## src/rtl/huffman_encoder_packer.sv

```systemverilog
// Huffman-encodes signed 4-bit samples and packs the codewords into
// 1-4 bit chunks (oldest bit in the chunk MSB); flush drains the tail.
// Ports: clk, reset_n | sym_valid, sym_data, sym_ready (sample in)
//        flush, flush_done (drain request / completion pulse)
//        out_valid, out_data, out_len, out_ready (chunk out) | bit_count
module huffman_encoder_packer #(
  parameter int MAX_CODE = 9,
  parameter int BUF_W    = 12
) (
  input  logic       clk,
  input  logic       reset_n,
  input  logic       sym_valid,
  input  logic [3:0] sym_data,
  output logic       sym_ready,
  input  logic       flush,
  output logic       out_valid,
  output logic [3:0] out_data,
  output logic [2:0] out_len,
  input  logic       out_ready,
  output logic       flush_done,
  output logic [3:0] bit_count
);

  typedef enum logic [1:0] {
    S_RUN,
    S_FLUSH,
    S_DONE
  } state_t;

  state_t state;
  logic [BUF_W-1:0] bit_buf;
  logic flush_pend;

  logic [MAX_CODE-1:0] code;
  logic [3:0] code_len;

  always_comb begin
    code = '0;
    code_len = 4'd1;
    unique case (sym_data)
      4'h0: begin code = 9'b000000000; code_len = 4'd1; end
      4'h1: begin code = 9'b000000100; code_len = 4'd3; end
      4'hD: begin code = 9'b000001010; code_len = 4'd4; end
      4'h2: begin code = 9'b000001100; code_len = 4'd4; end
      4'hE: begin code = 9'b000001101; code_len = 4'd4; end
      4'hF: begin code = 9'b000001110; code_len = 4'd4; end
      4'hC: begin code = 9'b000010111; code_len = 4'd5; end
      4'h3: begin code = 9'b000011110; code_len = 4'd5; end
      4'hB: begin code = 9'b000101101; code_len = 4'd6; end
      4'h4: begin code = 9'b000111111; code_len = 4'd6; end
      4'hA: begin code = 9'b001011000; code_len = 4'd7; end
      4'h6: begin code = 9'b001011001; code_len = 4'd7; end
      4'h5: begin code = 9'b001111101; code_len = 4'd7; end
      4'h9: begin code = 9'b011111000; code_len = 4'd8; end
      4'h8: begin code = 9'b111110010; code_len = 4'd9; end
      4'h7: begin code = 9'b111110011; code_len = 4'd9; end
    endcase
  end

  // New code lands directly below the bits already held.
  logic [BUF_W-1:0] code_ext;
  logic [BUF_W-1:0] code_pos;
  logic [3:0] shamt;
  assign code_ext = BUF_W'(code);
  assign shamt = 4'(BUF_W) - bit_count - code_len;
  assign code_pos = code_ext << shamt;

  logic [3:0] top4;
  logic [3:0] part_data;
  assign top4 = bit_buf[BUF_W-1 -: 4];
  // Tail chunk is right-justified with zeros above it.
  assign part_data = top4 >> (3'd4 - bit_count[2:0]);

  logic slot_free;
  logic full;
  logic part;
  logic accept;
  assign slot_free = !out_valid || out_ready;
  assign full = bit_count >= 4'd4;
  assign part = (state == S_FLUSH) && (bit_count != 4'd0) && !full;
  assign sym_ready = reset_n && !full && !flush_pend;
  assign accept = sym_valid && sym_ready;

  always_ff @(posedge clk or negedge reset_n) begin
    if (!reset_n) begin
      state      <= S_RUN;
      bit_buf    <= '0;
      bit_count  <= '0;
      flush_pend <= 1'b0;
      flush_done <= 1'b0;
      out_valid  <= 1'b0;
      out_data   <= '0;
      out_len    <= '0;
    end else begin
      flush_done <= 1'b0;
      if (accept) begin
        bit_buf   <= bit_buf | code_pos;
        bit_count <= bit_count + code_len;
      end
      if (slot_free) begin
        if (full) begin
          out_valid <= 1'b1;
          out_data  <= top4;
          out_len   <= 3'd4;
          bit_buf   <= bit_buf << 4;
          bit_count <= bit_count - 4'd4;
        end else if (part) begin
          out_valid <= 1'b1;
          out_data  <= part_data;
          out_len   <= bit_count[2:0];
          bit_buf   <= '0;
          bit_count <= '0;
        end else begin
          out_valid <= 1'b0;
        end
      end
      case (state)
        S_RUN: begin
          if (flush) begin
            state      <= S_FLUSH;
            flush_pend <= 1'b1;
          end
        end
        S_FLUSH: begin
          if (bit_count == 4'd0 && slot_free) begin
            state <= S_DONE;
          end
        end
        S_DONE: begin
          flush_done <= 1'b1;
          flush_pend <= 1'b0;
          state      <= S_RUN;
        end
        default: state <= S_RUN;
      endcase
    end
  end

endmodule
```

## config.mk

```make
export PLATFORM = sky130hd
export DESIGN_NAME = huffman_encoder_packer
export DESIGN_NICKNAME = d
export VERILOG_FILES = /design/src/rtl/huffman_encoder_packer.sv
export SDC_FILE = /design/constraint.sdc
export NUM_CORES = 1
export LEC_CHECK = 0
export ABC_AREA = 1
export CORE_MARGIN = 8
export CORE_UTILIZATION = 55
export DETAILED_ROUTE_END_ITERATION = 8
export PLACE_DENSITY = 0.85
export SETUP_SLACK_MARGIN = 0.3
export SLEW_MARGIN = 20
export SYNTH_ARGS = -nofsm -noshare
export SYNTH_HDL_FRONTEND = slang
export SYNTH_SLANG_ARGS = --single-unit
export TNS_END_PERCENT = 10
```

## constraint.sdc

```tcl
create_clock -name clk -period 5.1 [get_ports clk]
set_input_delay 1.02 -clock clk [delete_from_list [all_inputs] [get_ports clk]]
set_output_delay 1.02 -clock clk [all_outputs]
set_load 0.02 [all_outputs]
```

==> flow_summary.json, run 1 <==
{
  "cp_data_arrival_time_ns": 4.28,
  "clkPwrFrac": 0.101,
  "synthesis.nets": 366,
  "min_period_ns": 4.11,
  "finalHoldViolations": 0,
  "grtUsageTotal": 0.170,
  "grt_max_degree": 30,
  "setup_violations": 0,
  "worst_slack_ns": 0.986,
  "core_um2": 3970,
  "cts_tree": "yes",
  "fin_area_um2": 2550,
  "fin_skew_ns": 0.00661,
  "p_leak_nw": 1.31,
  "gp_congestion": 0.930,
  "final_common_cell": "nand2_1",
  "cp_common_cell": "nand2_1",
  "drc": 0,
  "clk_latency_ns": 0.27,
  "gr-total-overflow": 0,
  "final_antenna_net_count": 0,
  "slew_headroom": 0.543,
  "utilization": 0.643,
  "cp_slowest_cell": "clkdlybuf4s50_1",
  "grt_pass1_wl_um": 8970,
  "startpoint_type": "primary input",
  "pwr-share-comb": 0.629,
  "cts_buffers": 3,
  "cts-root-buf": "clkbuf_8",
  "max_freq_mhz": 243,
  "yosys_register_bits": 28,
  "ys_warn_count": 0,
  "dr.pass1.iters": 4,
  "power_frac_seq": 0.269,
  "start_util": 0.571,
  "die_area_um2": 6430,
  "final_nets": 385,
  "dp_hpwl_um": 4100,
  "setup-tns-final_ns": 0,
  "ios": 23,
  "switchingPower_uw": 580,
  "vias": 2243,
  "syn_area_um2": 2270,
  "vdd_ir_drop_max_mv": 0.163,
  "cts_sinks": 28,
  "min_path_type": "reg -> reg",
  "dpl_cell_area_um2": 2510,
  "ys_seq_area_frac": 0.309,
  "dieHeight_um": 80.2,
  "mostFrequentLayoutCells": "nand2_1 (116), nand3_1 (39), inv_1 (34)",
  "yosysTopAreaCell": "dfrtp_1",
  "drv_slew": 0,
  "criticalPathCategory": "in -> reg",
  "port_buffers": 22,
  "wl_per_cell_um": 13.0,
  "synth_area_leaders": "dfrtp_1 (31%), nand2_1 (19%), nand3_1 (8.6%)",
  "worstPathCellList": "clkdlybuf4s50_1 -> inv_1 -> ha_1 -> o21ai_1 -> o21bai_1 -> nand2_1 -> ha_1 -> nand2_1 -> fa_1 -> inv_1 -> nor2_1 -> inv_1 -> nor2_1 -> nor2_1 -> nand2_1 -> nand3_1 -> nand2_1 -> nand2_1 -> nand2_1",
  "crit_required_ns": 5.27,
  "postCtsHoldBufs": 0,
  "crit_path_max_fanout": 12,
  "power.density_nw_per_um2": 454,
  "finalCritPeriodShare": 0.807,
  "synth_cell_types": 31,
  "wl_um": 5290,
  "post_cts_buffers": 0,
  "status": "completed",
  "total_power_mw": 1.16,
  "synth_top_area_share": 0.309,
  "chipWidth_um": 80.2,
  "clk_pin_slew_ns": 0.09,
  "syn_avg_cell_area_um2": 6.68,
  "post_cts_resized": 0,
  "cts_max_level": 1,
  "worstMarginPinSlew_ns": 0.683,
  "internal_power_uw": 580,
  "vias_per_cell": 5.52,
  "cap_violations": 0,
  "drive_above_1_share": 0.0393,
  "p_sw_frac": 0.500,
  "cts_buffer_depth": 2,
  "first_global_vias": 2009,
  "netlist_instances": 339,
  "drt-initial-drc-count": 171,
  "pre_cts_ws_ns": 0.736,
  "end_kind": "register",
  "diodes": 0,
  "slowest_delay_ns": 0.58,
  "grt_antenna_before_repair": 0,
  "rows": 23,
  "rsz0062_at_grt": "no",
  "syn2layout_area_growth_pct": 12.7
}
## layer usage
metal	wire, um	vias up	GRT usage	part of all wire
li1	-	1136	-	-
met4	112	0	0.0564	0.021
met1	2280	1012	0.216	0.43
met3	372	14	0.0313	0.070
met5	0	-	0	0
met2	2520	81	0.281	0.48
## synthesized netlist by cell type
master / number
a21oi_1: 20
o21ai_0: 12
o32ai_1: 2
o2111ai_1: 1
nor3_1: 1
ha_1: 15
nor2_1: 25
xnor2_1: 2
o21ai_1: 4
dfrtp_1: 28
nand3_2: 2
inv_2: 3
buf_4: 2
buf_2: 2
xor2_1: 2
buf_6: 1
a31o_2: 1
o211ai_1: 2
o31ai_1: 2
clkinv_1: 1
o21bai_1: 3
clkbuf_1: 6
or2_2: 1
o22ai_1: 2
nand2_1: 116
inv_1: 34
nand4_1: 5
nand3b_1: 1
fa_1: 3
nor2_2: 1
nand3_1: 39
## critical path, delay by kind of cell
family	cells	cell delay, ns
AOI/OAI and AO/OA	2	0.37
and+or+nand+nor	10	0.76
buffers and inverters	4	1.11
adders and majority gates	3	0.99
## kinds of logic (layout without fill, tap and decap cells)
kind of cell,count (synthesis),count (layout),share of synthesized area
compound gates,49,49,0.124
flops,28,28,0.309
buf+inv,49,66,0.0889
fa+ha+maj,18,18,0.109
simple gates,191,191,0.353
xor+xnor,4,4,0.0155
## power groups by stage
stage               logic, mW  clock network, mW  registers, mW
detailed placement      0.716                  0          0.318
finish                  0.730              0.117          0.312
global route            0.810              0.131          0.320
global placement        0.702                  0          0.315
CTS                     0.720              0.122          0.313
floorplan               0.504                  0          0.347
## final cells by class
| class | count | area (um^2) |
|---|---|---|
| Clock buffer | 3 | 41.3 |
| Fill cell | 372 | 1420 |
| Inverter | 38 | 143 |
| Multi-Input combinational cell | 262 | 1360 |
| Sequential cell | 28 | 701 |
| Tap cell | 50 | 62.6 |
| Timing Repair Buffer | 25 | 243 |
## final timing paths
check                              from      endpoint  slack, ns  depth (start not counted)
max                         sym_data[0]   bit_buf[10]       0.99                         19
min                            state[0]    flush_done       0.48                          1
max reg2reg                bit_count[2]   bit_buf[11]       2.43                         12
min reg2reg                    state[0]    flush_done       0.48                          1
max in group asynchronous       reset_n   out_data[0]       3.70                          2
min in group asynchronous       reset_n  bit_count[2]       1.13                          2
## state kept, by name (all words and copies together) (netlist names)
register and flops:
bit_buf 12, bit_count 4, out_data 4, out_len 3, state 2, flush_done 1
flush_pend 1, out_valid 1
## per-stage QoR
stage          hold WS (ns)  cells
6_report              0.479    406
3_5_place_dp          0.466    403
5_1_grt               0.509    406
2_1_floorplan         0.440    339
4_1_cts               0.485    406
3_3_place_gp          0.458    403
Note: power is estimated with default switching activity, not from simulation.
==> run 2: changes to the inputs <==
--- a/config.mk
+++ b/config.mk
@@ -7,9 +7,9 @@
 export LEC_CHECK = 0
 export ABC_AREA = 1
 export CORE_MARGIN = 8
-export CORE_UTILIZATION = 55
+export CORE_UTILIZATION = 52
 export DETAILED_ROUTE_END_ITERATION = 8
-export PLACE_DENSITY = 0.85
+export PLACE_DENSITY = 0.84
 export SETUP_SLACK_MARGIN = 0.3
 export SLEW_MARGIN = 20
 export SYNTH_ARGS = -nofsm -noshare
==> constraint.sdc (replaced) <==
create_clock -name clk -period 3.4 [get_ports clk]
set_input_delay 0.68 -clock clk [delete_from_list [all_inputs] [get_ports clk]]
set_output_delay 0.68 -clock clk [all_outputs]
set_load 0.02 [all_outputs]
==> run 2 against run 1 <==
Sequential share of layout area down 2.0 points. Cell area increased by 7.7%. Flip-flop and latch count is the same. Largest cell class unchanged. Largest power group unchanged.
==> flow_summary.json, run 2 (synthesized netlist as in run 1, its figures left out) <==
{
  "status": "completed",
  "vias": 2396,
  "regMostFlops": "bit_buf",
  "cp_slowest_cell": "fa_2",
  "finalHoldViolations": 0,
  "cts_max_level": 1,
  "setup-tns-final_ns": 0,
  "largest_register_ffs": 12,
  "vias_per_cell": 5.57,
  "die_area_um2": 6730,
  "cts_tree": "yes",
  "dp_hpwl_um": 4460,
  "ios": 23,
  "min_path_type": "reg -> reg",
  "dieHeight_um": 82.0,
  "dr.pass1.iters": 5,
  "cp_data_arrival_time_ns": 3.12,
  "wl_um": 5820,
  "dpl_cell_area_um2": 2680,
  "grt_antenna_before_repair": 0,
  "stdcell_count": 430,
  "post_cts_buffers": 0,
  "diodes": 0,
  "clk_latency_ns": 0.27,
  "rows": 24,
  "worstPathCellList": "dlygate4sd2_1 -> inv_2 -> ha_2 -> o21ai_2 -> o21bai_1 -> nand2_1 -> ha_1 -> nand2_1 -> fa_2 -> xnor2_2 -> nand3b_1 -> nand2_4 -> buf_4 -> nand2_1 -> nand3_1 -> nand2_1 -> nand2_1 -> nand2_1",
  "grtUsageTotal": 0.176,
  "cts_sinks": 28,
  "clk_pin_slew_ns": 0.09,
  "drc": 0,
  "core_um2": 4260,
  "mostFrequentLayoutCells": "nand2_1 (115), nand3_1 (39), inv_1 (32)",
  "fin_skew_ns": 0.00516,
  "setup_violations": 0,
  "grt_max_degree": 29,
  "port_buffers": 22,
  "cp_common_cell": "nand2_1",
  "power.density_nw_per_um2": 682,
  "cap_violations": 0,
  "vdd_ir_drop_max_mv": 0.382,
  "slew_headroom": 0.551,
  "drive_above_1_share": 0.122,
  "drt-initial-drc-count": 176,
  "cts_buffer_depth": 2,
  "chipWidth_um": 82.0,
  "min_period_ns": 2.96,
  "worstMarginPinSlew_ns": 0.672,
  "p_leak_nw": 1.42,
  "reg.largest.list": "bit_buf x12, bit_count x4, out_data x4",
  "start_util": 0.531,
  "cts-root-buf": "clkbuf_8",
  "startpoint_type": "primary input",
  "crit_path_max_fanout": 8,
  "rsz0062_at_grt": "no",
  "wl_per_cell_um": 13.5,
  "slowest_delay_ns": 0.36,
  "cts_buffers": 3,
  "final_antenna_net_count": 0,
  "max_freq_mhz": 338,
  "dpl.cell_count": 427,
  "final_nets": 407,
  "crit_required_ns": 3.56,
  "criticalPathCategory": "in -> reg",
  "first_global_vias": 2307,
  "grt_pass1_wl_um": 9650,
  "syn2layout_area_growth_pct": 21.4,
  "finalCritPeriodShare": 0.871,
  "fin_area_um2": 2750,
  "gp_congestion": 0.933,
  "drv_slew": 0,
  "final_common_cell": "nand2_1",
  "end_kind": "register",
  "gr-total-overflow": 0
}
## run 2: cell types whose count changed in the layout (fill, tap and decap cells not counted), sizes merged
cell           delta
buf              +22
clkbuf            +1
clkdlybuf4s50     -4
dlygate4sd2       +3
## run 2: worst max-delay path, delay by kind of cell
kind / cells / cell delay, ns
XOR/XNOR: 1 / 0.15
AND/OR/NAND/NOR: 9 / 0.81
buffers and inverters: 3 / 0.53
adder cells (fa/ha/maj): 3 / 0.72
AO/OA/AOI/OAI: 2 / 0.22
## run 2: area by class of cell
cell class | instances | area [um^2]
Tap cell | 52 | 65.1
Sequential cell | 28 | 701
Fill cell | 373 | 1510
Multi-Input combinational cell | 262 | 1400
Timing Repair Buffer | 47 | 403
Clock buffer | 3 | 41.3
Inverter | 38 | 143
## run 2: report_power, final
part           switching [mW]  total, mW  internal [mW]
Sequential             0.0681      0.474          0.406
Combinational           0.763       1.23          0.464
Clock                  0.0943      0.174         0.0794
Total                   0.925       1.88          0.950
## run 2: final timing paths
path	from	endpoint	slack, ns	cells past startpoint
max	sym_data[1]	bit_buf[10]	0.44	18
min	state[0]	flush_done	0.48	1
max reg2reg	bit_count[0]	bit_count[0]	0.94	9
min reg2reg	state[0]	flush_done	0.48	1
max in group asynchronous	reset_n	out_data[0]	2.32	2
min in group asynchronous	reset_n	flush_done	0.81	2
## run 2: per-layer routing
metal | global-route usage | vias to the layer above | wire, um
met5 | 0 | - | 0
met1 | 0.217 | 1133 | 2480
li1 | - | 1169 | -
met3 | 0.0339 | 8 | 384
met4 | 0.0351 | 0 | 47
met2 | 0.309 | 86 | 2900
## run 2: metrics by stage
stage / total power [mW] / setup slack (ns) / hold slack [ns] / utilization
2_1_floorplan: 1.28 / 0.403 / 0.384 / -
3_3_place_gp: 1.59 / -0.0905 / 0.455 / 0.629
3_5_place_dp: 1.63 / -0.229 / 0.468 / 0.629
4_1_cts: 1.83 / 0.369 / 0.482 / 0.641
5_1_grt: 2.03 / 0.311 / 0.510 / 0.645
6_report: 1.88 / 0.439 / 0.484 / 0.645
## run 2: repair_timing
item,CTS,global route
endpoints found under the setup margin,13,11
pin swaps,1,1
hold buffers,0,0
resized for setup,9,9
